--- src/rtl/coin_sequencer_if.sv ---
// Host-side coin request handshake for coin_sequencer.
// The host is the master. The sequencer is the slave.
interface coin_sequencer_if;
    logic coin_valid;
    logic coin_type;
    logic coin_ready;

    modport master (output coin_valid, output coin_type, input coin_ready);
    modport slave  (input coin_valid, input coin_type, output coin_ready);
endinterface

--- src/rtl/coin_sequencer.sv ---
// Buffers host coin requests, serialises them onto the {I,J} coin lines and counts vend/change events.
// Optional shadow credit cross-check: define COIN_SEQ_SHADOW_CHECK_EN.
module coin_sequencer #(
    parameter int FIFO_DEPTH = 4,
    parameter int GAP_CYCLES = 1,
    parameter int CNT_W      = 8
) (
    input  logic              clk,
    input  logic              rst_n,
    coin_sequencer_if.slave   host,
    output logic              I,
    output logic              J,
    input  logic              X,
    input  logic              Y,
    input  logic              err_clr,
    output logic              busy,
    output logic [CNT_W-1:0]  vend_count,
    output logic [CNT_W-1:0]  change_count,
    output logic [1:0]        credit,
    output logic              err
);

    localparam int AW = $clog2(FIFO_DEPTH);
    localparam int GW = (GAP_CYCLES > 1) ? $clog2(GAP_CYCLES) : 1;
    localparam logic [AW:0]   FULL_OCC = FIFO_DEPTH[AW:0];
    localparam logic [GW-1:0] GAP_LAST = GW'(GAP_CYCLES - 1);

    typedef enum logic [1:0] {IDLE, DRIVE, GAP} state_t;

    state_t        state;
    logic [GW-1:0] gap_cnt;

    logic          mem [FIFO_DEPTH];
    logic [AW-1:0] wr_ptr;
    logic [AW-1:0] rd_ptr;
    logic [AW:0]   occ;
    logic          push;
    logic          pop;

    // coin_ready comes from registered occupancy only, so a same-cycle pop never reopens a full FIFO.
    assign host.coin_ready = (occ != FULL_OCC);
    assign push = host.coin_valid && host.coin_ready;
    assign pop  = (state == IDLE) && (occ != '0);
    assign busy = (occ != '0) || (state != IDLE);

    // NOTE: FIFO storage has no reset; the pointers and occupancy define which entries are valid.
    always_ff @(posedge clk) begin
        if (push) mem[wr_ptr] <= host.coin_type;
    end

    // NOTE: sequential state uses non-blocking assignments so every register sees pre-edge values.
    always_ff @(posedge clk or negedge rst_n) begin
        if (!rst_n) begin
            wr_ptr <= '0;
            rd_ptr <= '0;
            occ    <= '0;
        end else begin
            if (push) wr_ptr <= wr_ptr + AW'(1);
            if (pop)  rd_ptr <= rd_ptr + AW'(1);
            unique case ({push, pop})
                2'b10:   occ <= occ + (AW+1)'(1);
                2'b01:   occ <= occ - (AW+1)'(1);
                default: occ <= occ;
            endcase
        end
    end

`ifdef COIN_SEQ_SHADOW_CHECK_EN
    logic [1:0] credit_nxt;
    logic       exp_x;
    logic       exp_y;
    logic       mismatch;

    // During DRIVE, J still holds the coin type being presented to the machine.
    // NOTE: every combinational output gets a default first so no latch is inferred.
    always_comb begin
        credit_nxt = 2'd0;
        exp_x      = 1'b0;
        exp_y      = 1'b0;
        unique case (credit)
            2'd0: credit_nxt = J ? 2'd2 : 2'd1;
            2'd1: begin
                credit_nxt = J ? 2'd0 : 2'd2;
                exp_x      = J;
            end
            2'd2: begin
                exp_x = 1'b1;
                exp_y = J;
            end
            default: credit_nxt = 2'd0;
        endcase
        mismatch = (X != exp_x) || (Y != exp_y);
    end
`else
    logic unused_err_clr;
    assign unused_err_clr = err_clr;
    assign credit = 2'd0;
    assign err    = 1'b0;
`endif

    // The async reset on I/J drops the coin lines as soon as rst_n falls, even mid-pulse.
    always_ff @(posedge clk or negedge rst_n) begin
        if (!rst_n) begin
            state        <= IDLE;
            gap_cnt      <= '0;
            I            <= 1'b0;
            J            <= 1'b0;
            vend_count   <= '0;
            change_count <= '0;
`ifdef COIN_SEQ_SHADOW_CHECK_EN
            credit       <= 2'd0;
            err          <= 1'b0;
`endif
        end else begin
            unique case (state)
                IDLE: begin
                    if (occ != '0) begin
                        state <= DRIVE;
                        I     <= 1'b1;
                        J     <= mem[rd_ptr];
                    end
                end
                DRIVE: begin
                    state   <= GAP;
                    gap_cnt <= '0;
                    I       <= 1'b0;
                    J       <= 1'b0;
                    if (X) vend_count   <= vend_count + CNT_W'(1);
                    if (Y) change_count <= change_count + CNT_W'(1);
`ifdef COIN_SEQ_SHADOW_CHECK_EN
                    credit  <= credit_nxt;
`endif
                end
                GAP: begin
                    if (gap_cnt == GAP_LAST) state <= IDLE;
                    else                     gap_cnt <= gap_cnt + GW'(1);
                end
                default: begin
                    state <= IDLE;
                    I     <= 1'b0;
                    J     <= 1'b0;
                end
            endcase
`ifdef COIN_SEQ_SHADOW_CHECK_EN
            // A mismatch takes priority over a simultaneous clear.
            if ((state == DRIVE) && mismatch) err <= 1'b1;
            else if (err_clr)                 err <= 1'b0;
`endif
        end
    end

endmodule
--- src/flat_wrapper.sv ---
// flat-port wrapper written by rule: the top's interface ports become plain ports
module coin_sequencer_flat 
#(
    parameter int FIFO_DEPTH = 4,
    parameter int GAP_CYCLES = 1,
    parameter int CNT_W      = 8
)
  (clk, rst_n, I, J, X, Y, err_clr, busy, vend_count, change_count, credit, err, host_coin_valid, host_coin_type, host_coin_ready);
  coin_sequencer_if host_i ();
  input  logic clk;
  input  logic rst_n;
  output logic I;
  output logic J;
  input  logic X;
  input  logic Y;
  input  logic err_clr;
  output logic busy;
  output logic [CNT_W-1:0] vend_count;
  output logic [CNT_W-1:0] change_count;
  output logic [1:0] credit;
  output logic err;
  input wire logic [$bits(host_i.coin_valid)-1:0] host_coin_valid;
  input wire logic [$bits(host_i.coin_type)-1:0] host_coin_type;
  output wire logic [$bits(host_i.coin_ready)-1:0] host_coin_ready;
  assign host_i.coin_valid = host_coin_valid;
  assign host_i.coin_type = host_coin_type;
  assign host_coin_ready = host_i.coin_ready;
  coin_sequencer #(.FIFO_DEPTH(FIFO_DEPTH), .GAP_CYCLES(GAP_CYCLES), .CNT_W(CNT_W)) u_core (.clk(clk), .rst_n(rst_n), .host(host_i), .I(I), .J(J), .X(X), .Y(Y), .err_clr(err_clr), .busy(busy), .vend_count(vend_count), .change_count(change_count), .credit(credit), .err(err));
endmodule
--- config.mk ---
export PLATFORM = sky130hd
export DESIGN_NAME = coin_sequencer_flat
export DESIGN_NICKNAME = d
export VERILOG_FILES = /design/src/rtl/coin_sequencer_if.sv /design/src/rtl/coin_sequencer.sv /design/src/flat_wrapper.sv
export SDC_FILE = /design/constraint.sdc
export NUM_CORES = 1
export LEC_CHECK = 0
export ABC_CLOCK_PERIOD_IN_PS = 2700
export CORE_ASPECT_RATIO = 1.2
export CORE_MARGIN = 10
export CORE_UTILIZATION = 50
export CTS_CLUSTER_DIAMETER = 100
export DETAILED_ROUTE_END_ITERATION = 6
export PLACE_DENSITY_LB_ADDON = 0.12
export SLEW_MARGIN = 20
export SYNTH_ARGS = -nofsm -noshare
export SYNTH_HDL_FRONTEND = slang
export SYNTH_SLANG_ARGS = --single-unit
--- constraint.sdc ---
create_clock -name clk -period 2.7 [get_ports clk]
set_input_delay 0.405 -clock clk [delete_from_list [all_inputs] [get_ports clk]]
set_output_delay 0.405 -clock clk [all_outputs]
set_load 0.1 [all_outputs]
# Word-level counts from Yosys, hierarchy flattened

Memory sizes are Yosys's and may differ from the RTL's.
Index checks and enable logic that the tools add are counted.

$add $sub $neg: 7
Equal/unequal tests: 7
Mux-type cells: 12
Bitwise logic cells: 1
Reduce and logical (&&, ||, !) cells: 12

Operator list:

| kind                                             | count |
|---|---|
| adder 8 x 1 -> 8 bit, second input constant      | 2 |
| AND reduction 2 bit                              | 4 |
| case mux 1 bit (2 select lines)                  | 3 |
| case mux 2 bit (3 select lines)                  | 1 |
| case mux 3 bit (2 select lines)                  | 1 |
| nonzero test 2 bit                               | 3 |
| two-way mux 1 bit                                | 5 |
| adder 2 x 1 -> 2 bit, second input constant      | 2 |
| == test 2 x 1 -> 1 bit, second input constant    | 2 |
| == test 2 bit, second input constant             | 2 |
| two-way mux 2 bit                                | 2 |
| inequality test 2 bit, second input constant     | 2 |
| adder 3 x 1 -> 3 bit, second input constant      | 1 |
| inequality test 3 bit, second input constant     | 1 |
| nonzero test 3 bit                               | 1 |
| subtractor 3 x 1 -> 3 bit, second input constant | 1 |
| logical AND 1 bit                                | 2 |
| zero test 2 bit                                  | 1 |
| adder 1 bit, second input constant               | 1 |
| logical OR 1 bit                                 | 1 |
| NOT 1 bit                                        | 1 |

Register bits: 28
Bits in writable memories: 4
Input bits: 7
Output and inout port bits: 23
Logic and storage cells: 49
Memories: 1

Memories:

| memory     | words | bits a word | rd ports | clocked after memory_dff | write ports | RTL line             | text |
|---|---|---|---|---|---|---|---|
| u_core.mem | 4     | 1           | 1        | 0                        | 1           | coin_sequencer.sv:33 | `logic mem [FIFO_DEPTH];` |

# Logic depth before layout (Yosys ltp)

Depth after elaboration: 4
Mapped depth: 9

# Worst setup path after synthesis

Ideal clock, no wire load.

Path kind: flip-flop to flip-flop
Start: reg u_core.occ[0]
End: reg u_core.occ[2]
Library setup time: 0.079 ns
Arrival: 2.208 ns
Data required time: 2.621 ns
Path slack: 0.413 ns
Cell stages (with the launch flop): 10
Path buffers: 0
Clock period less this slack: 2.287 ns
Path through: dfrtp_1 or3b_4 and2_4 inv_1 ha_1 inv_1 fa_1 xor2_1 nor2_1 xor2_1

Longest elaborated chain between the ends: 4
Elaborated cells between the ends (all ways): 10
Those cells by class: add/sub (2); eq/ne (3); mux (1); reduce/logical (4)

Ends and longest elaborated chain:

| element                                                               | RTL line             | text |
|---|---|---|
| start: declaration                                                    | coin_sequencer.sv:36 | `logic [AW:0] occ;` |
| start signal: assignment                                              | coin_sequencer.sv:61 | `2'b10: occ <= occ + (AW+1)'(1);` |
| start signal: assignment                                              | coin_sequencer.sv:62 | `2'b01: occ <= occ - (AW+1)'(1);` |
| inequality test 3 bit (*)                                             | coin_sequencer.sv:41 | `assign host.coin_ready = (occ != FULL_OCC);` |
| named net host_coin_ready                                             | flat_wrapper.sv:24   | `output wire logic [$bits(host_i.coin_ready)-1:0] host_coin_ready;` |
| logical AND 1 bit (*)                                                 | coin_sequencer.sv:42 | `assign push = host.coin_valid && host.coin_ready;` |
| == test 2 x 1 -> 1 bit or == test 2 bit (tied branches)               | coin_sequencer.sv:60 | `unique case ({push, pop})` |
| case mux 3 bit (2 select lines) or nonzero test 2 bit (tied branches) | -                    |  |

The timed path passes the listed nets; every way through them passes the cells marked *.
A chain may end at the register's enable or synchronous reset.

# Worst setup path after layout

Start: reg u_core.occ[0]
End: reg u_core.occ[2]

Longest elaborated chain between the ends: 4
Elaborated cells between the ends (all ways): 10
Those cells by class: add/sub (2); eq/ne (3); mux (1); reduce/logical (4)

Ends and longest elaborated chain:

| element                                                               | RTL line |
|---|---|
| inequality test 3 bit or nonzero test 3 bit (tied branches)           | coin_sequencer.sv:41, coin_sequencer.sv:43 |
| logical AND 1 bit, on equally long branches                           | coin_sequencer.sv:42, coin_sequencer.sv:43 |
| == test 2 x 1 -> 1 bit or == test 2 bit (tied branches)               | coin_sequencer.sv:60 |
| case mux 3 bit (2 select lines) or nonzero test 2 bit (tied branches) | - |

Several ways; a longest one is shown, not always the timed one.

==> impl_metrics.csv <==
group,metric,value,unit
status,status,"finished clean",
place,post-dp-hpwl,2.029,mm
synth,synth_cell_type_count,29,
global_routing,antenna_found_initial,0,
cells_and_area,antenna_cells,0,
synth,synth_edf_count,4,
timing,final_max_slew_viol_count,0,
route,vias,944,
timing,fin_crit_sh,81.49,%
cells_and_area,synthToLayoutAreaGrowth,19.29,%
synth,ys.flop_type,"dfrtp_1",
synth,yosysSeqAreaShare,55.02,%
clocking,clock-sinks,31,
route,drtPass1Iterations,4,
clocking,clkLatencyLatePin,320,ps
synth,synth-compound-area-share,1.211,%
route,first_iter_violations,33,
floorplanning,fp.dieW,69.10,um
setup_path,rr_startpoint,"u_core.occ[0]",
global_routing,grt_usage,10.00,%
floorplanning,dieArea,0.005453,mm^2
synth,synth.top_cells.by_area,"dfrtp_1, edfxtp_1, xor2_1, ha_1, xnor2_1",
floorplanning,ios,30,
synth,synth_seq_cells,31,
synth,synth_fa_ha_area_share,7.439,%
synth,avgSynthCellArea,11.95,um^2
setup_path,cp_slowest_cell,"or3b_4",
setup_path,worstSetupEndpointType,"flip-flop",
synth,async_flop_share,87.10,%
route,postRouteWirelength,2.538,mm
timing,rsz0062_at_grt,"false",
global_routing,grt_overflow_total,0,
clocking,cts_tree,"yes",
floorplanning,core.rowCount,21,
synth,synthSimpleGateAreaFrac,15.40,%
synth,ys_warn_count,0,
job,cap_violations,0,
cells_and_area,nNetsFinal,167,
cells_and_area,final_core_util,61.95,%
setup_path,crit_type,"flip-flop to flip-flop",
clocking,cts_max_level,2,
synth,yosysTopAreaCellShare,46.71,%
route,vias_per_cell,5.048,
setup_path,cp.required,2940,ps
synth,post-synth-top-area-cell,"dfrtp_1",
timing,setup_violations,0,
cells_and_area,drive_above_1_share,24.18,%
floorplanning,die_h,78.92,um
clocking,root_buffer,"clkbuf_4",
synth,yosysMostFrequentCell,"dfrtp_1",
clocking,cts_resized,0,
hold_path,hold_path.class,"input port to asynchronous set/reset pin",
clocking,clkTransAtPathRegs,90,ps
timing,fin_setup_tns,0,ps
setup_path,cp-start-kind,"flip-flop",
timing,hold_viol_final,0,
clocking,cts_setup_buffers,0,
place,io_buffer_count,25,
route,post-route-drc-count,0,
setup_path,critical-path-max-stage-delay,450,ps
route,wl_per_cell,13.57,um
synth,yosys.area_share.xor_xnor,12.11,%
synth,syn_area,0.001446,mm^2
global_routing,grt_pass1_vias,1066,
synth,syn_inst,121,
setup_path,cp_cell_sequence,"or3b_4 > and2_4 > inv_1 > ha_1 > inv_1 > fa_1 > xor2_1 > nor2_1 > xor2_1",
setup_path,startpoint,"u_core.occ[0]",
place,gp_congestion,0.7074,
clocking,cts_buffer_depth,2,
setup_path,crit_arrival,2440,ps
synth,netlist_top_cells_count,"dfrtp_1, nand2_1, xor2_1",
timing,skew,5.862,ps
synth,synth_top_family_by_area,"simple AND/OR/NAND/NOR gates",
timing,timing.final.crit_period,2200,ps
clocking,cts_buffers,5,
global_routing,grt_max_degree,28,
setup_path,crit_fanout,6,
timing,fmax,454.5,MHz
route,ant_nets,0,
clocking,holdBufCountCts,0,
synth,synth_mux_area_share,4.844,%
global_routing,grt_pass1_wl,4.526,mm
floorplanning,start_util,51.93,%
floorplanning,core,0.002785,mm^2
==> critical path, delay by kind of cell (launching register included) <==
family        cells  cell delay [ps]
xor+xnor          2              290
fa+ha+maj         2              540
simple gates      3              750
flops             1              440
buf+inv           2              110
==> layer usage <==
| metal | up-vias | part of all wire (%) | track usage (%) |
|---|---|---|---|
| met5 | - | 0 | 0 |
| met2 | 25 | 51 | 18.22 |
| met4 | 0 | 1.6 | 5.242 |
| met1 | 455 | 40 | 9.485 |
| li1 | 459 | - | - |
| met3 | 5 | 6.5 | 3.980 |
==> sequential cells by signal, summed over array words and instances (netlist names) <==
register,count
u_core.J,1
u_core.I,1
u_core.wr_ptr,2
u_core.state,2
u_core.vend_count,8
u_core.change_count,8
u_core.occ,3
u_core.mem,4
u_core.rd_ptr,2
==> layout make-up <==
class | count | area (um^2)
clock buffer | 6 | 41.29
tap | 34 | 42.54
timing repair buffer | 26 | 207.7
inverter | 7 | 26.28
fill | 234 | 1060
multi-input combinational | 81 | 604.3
sequential | 31 | 795.8
clock inverter | 2 | 7.507
==> logic make-up after synthesis <==
group | Yosys count
AO/OA/AOI/OAI | 3
multiplexers | 5
adder cells (fa/ha/maj) | 8
buffers and inverters | 11
XOR/XNOR | 20
other | 1
AND/OR/NAND/NOR | 42
flip-flops | 31
==> per-stage QoR <==
stage | hold WS [ps] | instances | area, um^2 | setup slack, ps
final | 459.5 | 187 | 1725 | 499.8
after global routing | 496.4 | 187 | 1725 | 362.0
after CTS | 464.4 | 187 | 1725 | 492.0
after detailed placement | 466.6 | 179 | 1677 | 507.0
after global placement | 457.5 | 179 | 1677 | 529.6
after floorplan | 109.4 | 123 | 1454 | 412.8
==> path summary, 6_finish.rpt <==
| path | cells past startpoint | endpoint | slack (ps) |
|---|---|---|---|
| setup / recovery | 9 | u_core.occ[2] | 500 |
| hold / removal | 2 | u_core.change_count[5] | 460 |
| setup reg to reg | 9 | u_core.occ[2] | 500 |
| hold reg to reg | 1 | u_core.change_count[7] | 480 |
| max in group asynchronous | 2 | u_core.vend_count[1] | 1990 |
| min in group clk | 1 | u_core.change_count[7] | 480 |
==> cells in the final DEF, fill, tap and decap left out, drive strengths merged <==
| cell type | synthesis | layout |
|---|---|---|
| dfrtp | 27 | 27 |
| clkbuf | 1 | 6 |
| and3 | 4 | 4 |
| and2 | 1 | 1 |
| nand3b | 1 | 1 |
| conb | 1 | 3 |
| fa | 1 | 1 |
| a21oi | 1 | 1 |
| mux4 | 1 | 1 |
| xnor2 | 7 | 7 |
| mux2i | 1 | 1 |
| a21o | 1 | 1 |
| or3 | 1 | 1 |
| xor2 | 13 | 13 |
| o21ai | 1 | 1 |
| nor3 | 7 | 7 |
| nand4b | 2 | 2 |
| mux2 | 3 | 3 |
| ha | 7 | 7 |
| edfxtp | 4 | 4 |
| nand2 | 13 | 13 |
| clkinv | 0 | 2 |
| or3b | 1 | 1 |
| nor4 | 2 | 2 |
| clkdlybuf4s50 | 0 | 5 |
| inv | 7 | 7 |
| nand3 | 3 | 3 |
| nor2b | 1 | 1 |
| nor2 | 6 | 6 |
| buf | 3 | 21 |
Power is left out: the tool's default activity adds up to more than one toggle a clock period on the data nets, which glitch-free logic cannot reach.
